--- config.mk ---
export PLATFORM = sky130hd
export DESIGN_NAME = core_sequencer
export DESIGN_NICKNAME = d
export VERILOG_FILES = /design/src/rtl/core_pkg.sv /design/src/rtl/core_sequencer_op_classify.sv /design/src/rtl/core_sequencer.sv
export SDC_FILE = /design/constraint.sdc
export NUM_CORES = 1
export LEC_CHECK = 0
export CORE_ASPECT_RATIO = 0.9
export CORE_MARGIN = 3
export CORE_UTILIZATION = 30
export DETAILED_ROUTE_END_ITERATION = 8
export GPL_TIMING_DRIVEN = 0
export SKIP_CTS_REPAIR_TIMING = 1
export SLEW_MARGIN = 5
export SYNTH_ARGS = -nofsm -noshare
export SYNTH_HDL_FRONTEND = slang
export SYNTH_HIERARCHICAL = 1
export SYNTH_SLANG_ARGS = --single-unit
export TNS_END_PERCENT = 1
--- constraint.sdc ---
create_clock -name clk -period 2.35 [get_ports clk]
set_input_delay 0.3525 -clock clk [delete_from_list [all_inputs] [get_ports clk]]
set_output_delay 0.3525 -clock clk [all_outputs]
set_load 0.01 [all_outputs]
--- src/rtl/core_pkg.sv ---
// Shared types and constants for the core sequencer and the opcode classifier.
package core_pkg;

  localparam int XLEN = 32;
  localparam int OPW  = 6;
  localparam int REGW = 5;

  localparam logic [XLEN-1:0] DEFAULT_RESET_PC = 32'd0;

  typedef enum logic [2:0] {
    ST_IDLE,
    ST_FETCH,
    ST_DECODE,
    ST_EXECUTE,
    ST_MEMORY,
    ST_WRITEBACK,
    ST_HALT
  } state_t;

  localparam logic [OPW-1:0] OP_R    = 6'd0;
  localparam logic [OPW-1:0] OP_ADDI = 6'd1;
  localparam logic [OPW-1:0] OP_LUI  = 6'd3;
  localparam logic [OPW-1:0] OP_ANDI = 6'd4;
  localparam logic [OPW-1:0] OP_ORI  = 6'd5;
  localparam logic [OPW-1:0] OP_XORI = 6'd6;
  localparam logic [OPW-1:0] OP_LW   = 6'd16;
  localparam logic [OPW-1:0] OP_LH   = 6'd18;
  localparam logic [OPW-1:0] OP_LB   = 6'd20;
  localparam logic [OPW-1:0] OP_SW   = 6'd24;
  localparam logic [OPW-1:0] OP_SH   = 6'd26;
  localparam logic [OPW-1:0] OP_SB   = 6'd28;
  localparam logic [OPW-1:0] OP_BEQ  = 6'd32;
  localparam logic [OPW-1:0] OP_BNE  = 6'd33;
  localparam logic [OPW-1:0] OP_BLT  = 6'd34;
  localparam logic [OPW-1:0] OP_BLE  = 6'd35;
  localparam logic [OPW-1:0] OP_J    = 6'd40;
  localparam logic [OPW-1:0] OP_JAL  = 6'd41;
  localparam logic [OPW-1:0] OP_JR   = 6'd42;
  localparam logic [OPW-1:0] OP_HALT = 6'd63;

endpackage

--- src/rtl/core_sequencer_op_classify.sv ---
// Opcode classifier: sorts a 6-bit opcode into load / store / writeback / halt.
// Anything outside these groups (branches, jumps, undefined) reports all zeros.
module op_classify
  import core_pkg::*;
(
  input  logic [OPW-1:0] op,
  output logic           is_load,
  output logic           is_store,
  output logic           is_wb,
  output logic           is_halt
);

  always_comb begin
    is_load  = 1'b0;
    is_store = 1'b0;
    is_wb    = 1'b0;
    is_halt  = 1'b0;
    case (op)
      OP_LW, OP_LH, OP_LB:                                  is_load  = 1'b1;
      OP_SW, OP_SH, OP_SB:                                  is_store = 1'b1;
      OP_R, OP_ADDI, OP_LUI, OP_ANDI, OP_ORI, OP_XORI,
      OP_JAL:                                               is_wb    = 1'b1;
      OP_HALT:                                              is_halt  = 1'b1;
      default: ;
    endcase
  end

endmodule

--- src/rtl/core_sequencer.sv ---
// Multi-cycle instruction sequencer: owns pc, instruction register, write strobes
// and the busy-cycle / retired-instruction counters.
//
// state     | meaning
// IDLE      | out of reset, waiting for start
// FETCH     | imem_addr = pc presented
// DECODE    | instruction word captured into ins
// EXECUTE   | classify; simple ops retire here
// MEMORY    | store strobe (retire) or load read outstanding
// WRITEBACK | register-file write, retire
// HALT      | halt retired, state frozen until start
module core_sequencer
  import core_pkg::*;
#(
  parameter logic [XLEN-1:0] RESET_PC = DEFAULT_RESET_PC
) (
  input  logic            clk,
  input  logic            rst_n,
  input  logic            start,
  output logic [XLEN-1:0] imem_addr,
  input  logic [XLEN-1:0] imem_rdata,
  output logic [XLEN-1:0] ins,
  output logic [XLEN-1:0] pc,
  input  logic [XLEN-1:0] nextpc,
  input  logic [REGW-1:0] wra,
  output logic            rf_we,
  output logic            dm_we,
  output logic            dm_re,
  output logic            busy,
  output logic            halted,
  output logic [XLEN-1:0] cycle_count,
  output logic [XLEN-1:0] instret
);

  state_t state, state_nx;
  logic   is_load, is_store, is_wb, is_halt;
  logic   start_ok, retire, pc_adv;

  op_classify u_op_classify (
    .op      (ins[31:26]),
    .is_load (is_load),
    .is_store(is_store),
    .is_wb   (is_wb),
    .is_halt (is_halt)
  );

  always_ff @(posedge clk) begin
    if (!rst_n) state <= ST_IDLE;
    else        state <= state_nx;
  end

  always_comb begin
    state_nx = state;
    case (state)
      ST_IDLE, ST_HALT: if (start) state_nx = ST_FETCH;
      ST_FETCH:         state_nx = ST_DECODE;
      ST_DECODE:        state_nx = ST_EXECUTE;
      ST_EXECUTE: begin
        if (is_halt)                  state_nx = ST_HALT;
        else if (is_load || is_store) state_nx = ST_MEMORY;
        else if (is_wb)               state_nx = ST_WRITEBACK;
        else                          state_nx = ST_FETCH;
      end
      ST_MEMORY:        state_nx = is_load ? ST_WRITEBACK : ST_FETCH;
      ST_WRITEBACK:     state_nx = ST_FETCH;
      default:          state_nx = ST_IDLE;
    endcase
  end

  always_comb begin
    busy   = (state != ST_IDLE) && (state != ST_HALT);
    halted = (state == ST_HALT);
    rf_we  = (state == ST_WRITEBACK) && (wra != '0);
    dm_we  = (state == ST_MEMORY) && is_store;
    dm_re  = (state == ST_MEMORY) && is_load;
  end

  assign imem_addr = pc;
  assign start_ok  = start && ((state == ST_IDLE) || (state == ST_HALT));

  // Halt retires in EXECUTE but keeps pc pointing at itself.
  assign retire = ((state == ST_EXECUTE) && !is_load && !is_store && !is_wb)
                || ((state == ST_MEMORY) && is_store)
                || (state == ST_WRITEBACK);
  assign pc_adv = retire && !((state == ST_EXECUTE) && is_halt);

  always_ff @(posedge clk) begin
    if (!rst_n) begin
      pc          <= RESET_PC;
      ins         <= '0;
      cycle_count <= '0;
      instret     <= '0;
    end else if (start_ok) begin
      pc          <= RESET_PC;
      cycle_count <= '0;
      instret     <= '0;
    end else begin
      if (busy)                 cycle_count <= cycle_count + 32'd1;
      if (state == ST_DECODE)   ins         <= imem_rdata;
      if (retire)               instret     <= instret + 32'd1;
      if (pc_adv)               pc          <= nextpc;
    end
  end

endmodule

Word-level counts from Yosys, hierarchy flattened
Cells that the tools add are included.
{"block": "word_totals", "regBits": 131, "in_bits": 72, "output_inout_bits": 165, "wordCells": 68}
{"block": "classes", "n_addsub": 2, "eq_ne": 21, "muxes": 10, "bitwise_logic": 2, "n_reduce_logical": 28}
{"op": "32-bit by 1-bit adder with 32-bit output, second input constant", "count": 2}
{"op": "6-bit by 5-bit == test with 1-bit output, second input constant", "count": 6}
{"op": "6-bit by 3-bit == test with 1-bit output, second input constant", "count": 3}
{"op": "3-bit one-hot mux with 6 select lines", "count": 1}
{"op": "3-bit 2-to-1 mux", "count": 5}
{"op": "6-bit == test, second input constant", "count": 2}
{"op": "1-bit logical AND", "count": 10}
{"op": "3-bit == test, second input constant", "count": 3}
{"op": "7-bit OR reduction", "count": 1}
{"op": "3-bit by 2-bit == test with 1-bit output, second input constant", "count": 2}
{"op": "6-bit by 1-bit == test with 1-bit output, second input constant", "count": 1}
{"op": "6-bit by 2-bit == test with 1-bit output, second input constant", "count": 1}
{"op": "6-bit logical NOT", "count": 1}
{"op": "3-bit OR reduction", "count": 2}
{"op": "5-bit nonzero test", "count": 1}
{"op": "1-bit logical NOT", "count": 4}
{"op": "1-bit logical OR", "count": 4}
{"op": "1-bit 2-to-1 mux", "count": 4}
{"op": "2-bit OR reduction", "count": 2}
{"op": "3-bit by 1-bit == test with 1-bit output, second input constant", "count": 1}
{"op": "3-bit logical NOT", "count": 1}
{"op": "3-bit != test, second input constant", "count": 1}
{"op": "3-bit nonzero test", "count": 1}
{"op": "2-bit != test, second input constant", "count": 1}
{"op": "other kinds (2)", "count": 3}

Depth between registers and ports, before layout
{"block": "logic_depth", "word_depth": 10, "mapped_depth": 9, "depth_no_buf": 6}

By module
Netlist, hierarchy kept.
{"module": "core_sequencer", "n_inst": 1, "cells_per_inst": 732, "area_per_inst_um2": 6015.8, "seq_area_each_um2": 2622.5}
{"module": "op_classify", "n_inst": 1, "cells_per_inst": 12, "area_per_inst_um2": 71.3, "seq_area_each_um2": 0.0}

Least setup slack after synthesis
No wires, ideal clock.
{"block": "synth_path", "path_kind": "register -> register", "start": "register ins[28]", "end": "register instret[18]", "setup_ns": 0.070, "t_arrival_ns": 2.158, "required_time_ns": 2.280, "path_slack_ns": 0.122, "path_stages_with_launch": 9, "path_buffers": 2, "period_less_slack_ns": 2.228, "path_cell_list": "dfxtp_1 > a21oi_1 > nor3b_1 > or2_2 > o32a_1 > buf_6 > buf_6 > or4_1 > a21oi_1"}
{"block": "synth_between", "elab_cells_between_ends": 28, "cone_classes": "eq/ne: 12; mux: 3; reduce/logical: 13"}
{"element": "start, declared", "line": "core_sequencer.sv:22", "text": "output logic [XLEN-1:0] ins,"}
{"element": "start signal, assigned", "line": "core_sequencer.sv:99", "text": "if (state == ST_DECODE) ins <= imem_rdata;"}
{"element": "6-bit by 5-bit == test with 1-bit output", "line": "core_sequencer_op_classify.sv:18", "text": "case (op)"}
{"element": "3-bit OR reduction (*)", "line": "core_sequencer_op_classify.sv:18"}
{"element": "1-bit 2-to-1 mux (*)", "line": "core_sequencer_op_classify.sv:18"}
{"element": "via is_store", "line": "core_sequencer.sv:36", "text": "logic is_load, is_store, is_wb, is_halt;"}
{"element": "1-bit logical NOT", "line": "core_sequencer.sv:82", "text": "assign retire = ((state == ST_EXECUTE) && !is_load && !is_store && !is_wb)"}
{"element": "1-bit logical AND (2 in a row)", "line": "core_sequencer.sv:82"}
{"element": "1-bit logical OR (*)", "line": "core_sequencer.sv:83", "text": "|| ((state == ST_MEMORY) && is_store)"}
{"element": "1-bit logical OR (*)", "line": "core_sequencer.sv:84", "text": "|| (state == ST_WRITEBACK);"}
{"element": "end signal, assigned", "line": "core_sequencer.sv:100", "text": "if (retire) instret <= instret + 32'd1;"}
{"element": "end, declared", "line": "core_sequencer.sv:32", "text": "output logic [XLEN-1:0] instret"}
The timed path passes the listed nets; every way through them passes the cells marked *.
A chain may end at the register's enable or synchronous reset.

Final worst setup path
{"block": "layout_path", "start": "register state[1]", "end": "output busy"}
{"block": "layout_between", "elab_chain_len": 2, "elab_cells_between_ends": 3, "cone_classes": "eq/ne: 1; reduce/logical: 2"}
{"element": "start, declared", "line": "core_sequencer.sv:35", "text": "state_t state, state_nx;"}
{"element": "start signal, assigned", "line": "core_sequencer.sv:49", "text": "else state <= state_nx;"}
{"element": "3-bit != test / 3-bit nonzero test (equally long branches)", "line": "core_sequencer.sv:71", "text": "busy = (state != ST_IDLE) && (state != ST_HALT);"}
{"element": "1-bit logical AND (*)", "line": "core_sequencer.sv:71"}
{"element": "end, declared", "line": "core_sequencer.sv:29", "text": "output logic busy,"}
Mark *: on every way between the ends. The rest lies on a longest branch, timed or not.

==> results.ini <==
[final_layout]
nets=1073
drive_above_1_share_pct=10.5
multi_input_area_um2=3040
regArea_um2=2640
utilization_pct=48.4
nFillCells=1934
synthToLayoutAreaGrowth_pct=55.3
n_antenna_cell=0
mostFrequentLayoutCells=clkdlybuf4s50_1, dfxtp_1, a21oi_1
final_common_cell=clkdlybuf4s50_1
fin_cells=1262

[run_status]
violations=setup timing
status=complete, but fails checks

[die]
rows=48
die_x_um=156
start_util_pct=31.2
dieArea_um2=22000
io_pins=237
die_h_um=141
core-area_um2=19500

[global_route]
overflow=0
grt_pass1_vias=6108
antenna_found_initial=0
grt_util_all_layers_pct=18.7
grt_start_max_net_pins=17
grt_pass1_wl_mm=33.2

[clocking]
cts_sinks=131
cts-root-buf=clkbuf_16
clk_latency_ns=0.42
clk_path_buf_depth=2
htree_levels=4
tritoncts=yes
cts_buffers=17
path_clk_slew_ns=0.06

[route]
dr.pass1.iters=4
wl_per_cell_um=16.7
via_per_inst=5.16
vias=6510
drt-initial-drc-count=373
antenna_left=0
wl_mm=21.1
drc=0

[timing]
skew_ns=0.0135
rsz0062_at_grt=true
slew_violations=0
period_needed_ns=2.35
report.final.hold_viol_count=0
worst_pin_slew_ns=0.765
worst_slack_ns=-0.00395
period_share_pct=100
maxSlewHeadroom_pct=48.7
max_freq_mhz=425
setup_viol_count_final=1

[logic_synthesis]
async_flop_share_pct=0
synthFlopType=dfxtp_1
ys_seq_area_share_pct=43.1
synth_edf_count=0
synth_simple_gate_area_share_pct=25.1
ys_types=44
synth_compound_area_share_pct=19.2
syn_area_um2=6090
synthCells=744
synth_warnings=6
ys_seq_elements=131
synthAdderAreaFrac_pct=0.411
synth_top_family_by_area=simple AND/OR/NAND/NOR gates
synth_nets=818
synthMuxAreaShare_pct=1.97
synth-xor-area-share_pct=1.71
syn_avg_cell_area_um2=8.18

[critical_path]
crit_chain=buf_6, xor2_2, buf_6, nor2_1, inv_1, clkdlybuf4s50_1
cp.required_ns=2.00
path_class=flop to output port
reg2reg_depth=8
r2r_start=ins[28]
critical_path.startpoint_type=flop
worstSetupStartpoint=state[1]
crit_arrival_ns=2.00
cpMaxStageDelayCell=clkdlybuf4s50_1
r2r_end=instret[25]
slowest_delay_ns=0.54
crit_fanout=10
endpoint_kind=output port
cp_common_cell=buf_6
endpoint=busy
regToRegSetupSlack_ns=0.04

[pwr]
p_leak_nw=3.12
clockPowerShare_pct=46.5
internal_power_w=0.00397
pwr-share-seq_pct=42.9
netSwitchingFraction_pct=26.3
ir_drop_mv=0.433
switching_power_w=0.00141
powerDensity_nw_per_um2=569
p_comb_share_pct=10.6
power.total_w=0.00538

[placement]
dpl_worst_slack_ns=-0.226
hpwlAfterDp_mm=15.5
place_congestion=0.822
io_buffers=236
post-place-cells=1230

[hold_path]
hp-class=flop to flop
hold_depth=2

[flow_run]
cap_viol_max_count=0

-- registers in the layout, summed over array words and instances, names as in the netlist --
name	cells
state	3
cycle_count	32
instret	32
imem_addr	32
ins	32
-- cell usage after synthesis, types with 2 or more instances --
| cell type | n | area share [%] |
|---|---|---|
| o2111ai_1 | 3 | 0.43 |
| buf_4 | 34 | 4.2 |
| nand4_1 | 16 | 1.6 |
| nand3_1 | 53 | 4.4 |
| nor3b_1 | 3 | 0.37 |
| a21oi_1 | 109 | 9.0 |
| and3_1 | 9 | 0.92 |
| o21ai_1 | 2 | 0.16 |
| clkbuf_1 | 45 | 2.8 |
| ha_1 | 2 | 0.41 |
| xor2_1 | 9 | 1.3 |
| or3_1 | 5 | 0.51 |
| o211ai_1 | 2 | 0.25 |
| buf_6 | 3 | 0.55 |
| nand2b_1 | 14 | 1.4 |
| o31ai_1 | 35 | 4.3 |
| o21ai_0 | 44 | 3.6 |
| o31a_1 | 2 | 0.29 |
| buf_2 | 3 | 0.25 |
| inv_1 | 10 | 0.62 |
| buf_1 | 2 | 0.12 |
| mux2i_1 | 12 | 2.0 |
| nor4_1 | 11 | 1.1 |
| dfxtp_1 | 131 | 43 |
| and2_1 | 3 | 0.31 |
| nor2_1 | 18 | 1.1 |
| nor4b_1 | 2 | 0.29 |
| and4_1 | 12 | 1.7 |
| nand2_1 | 100 | 6.2 |
| o21a_1 | 2 | 0.25 |
| or4_1 | 35 | 4.3 |
-- area by class of cell --
type | instances | area share, %
Clock buffer | 19 | 4.79
Sequential cell | 131 | 27.9
Timing Repair Buffer | 236 | 25.1
Clock inverter | 13 | 1.05
Multi-Input combinational cell | 516 | 32.1
Inverter | 10 | 0.397
Tap cell | 250 | 3.31
Buffer | 87 | 5.32
-- power by group through the flow --
stage	Combinational [W]	Clock (W)	Sequential [W]
2_1_floorplan	0.000232	0	0.00237
4_1_cts	0.000560	0.00256	0.00231
3_3_place_gp	0.000556	0	0.00235
6_report	0.000569	0.00250	0.00231
5_1_grt	0.000628	0.00266	0.00232
3_5_place_dp	0.000557	0	0.00236
-- worst min path at each step --
stage	endpoint	slack [ns]	startpoint
2_1_floorplan	state[0]	0.47	rst_n
3_3_place_gp	ins[1]	0.44	ins[1]
3_5_place_dp	ins[10]	0.45	ins[10]
4_1_cts	ins[2]	0.45	imem_rdata[2]
5_1_grt	ins[10]	0.45	imem_rdata[10]
6_report	ins[10]	0.45	ins[10]
-- through the flow --
step	instance area (um^2)	hold WS, ns	setup TNS [ns]
floorplan	6090	0.470	0
global placement	8760	0.440	-5.66
detailed placement	8760	0.448	-8.13
CTS	9310	0.449	-9.66
global route	9450	0.454	-1.77
finish	9450	0.453	-0.00395
-- worst max-delay path: cells and delay by family, from the launching register on --
kind / cells / cell delay, ns
DFF: 1 / 0.37
xor gates and xnor gates: 1 / 0.20
buffers and inverters: 4 / 0.94
and+or+nand+nor: 1 / 0.07
-- kinds of logic (layout without fill, tap and decap cells) --
logic type                 after synthesis  count (layout)
muxes                                   12              12
xor gates and xnor gates                11              11
DFF                                    131             131
adders and majority gates                2               2
buffers and inverters                   97             365
and+or+nand+nor                        286             286
AOI/OAI and AO/OA                      205             205
-- per-layer routing --
layer | share of wire [%] | routed length, um | global-route usage [%] | vias to the layer above
met4 | 0.77 | 163 | 3.73 | 0
met1 | 44 | 9350 | 24.6 | 3082
met5 | 0 | 0 | 0 | -
met3 | 8.4 | 1770 | 7.43 | 11
met2 | 47 | 9840 | 29.1 | 217
li1 | - | - | - | 3200
Note: power is estimated with default switching activity, not from simulation.
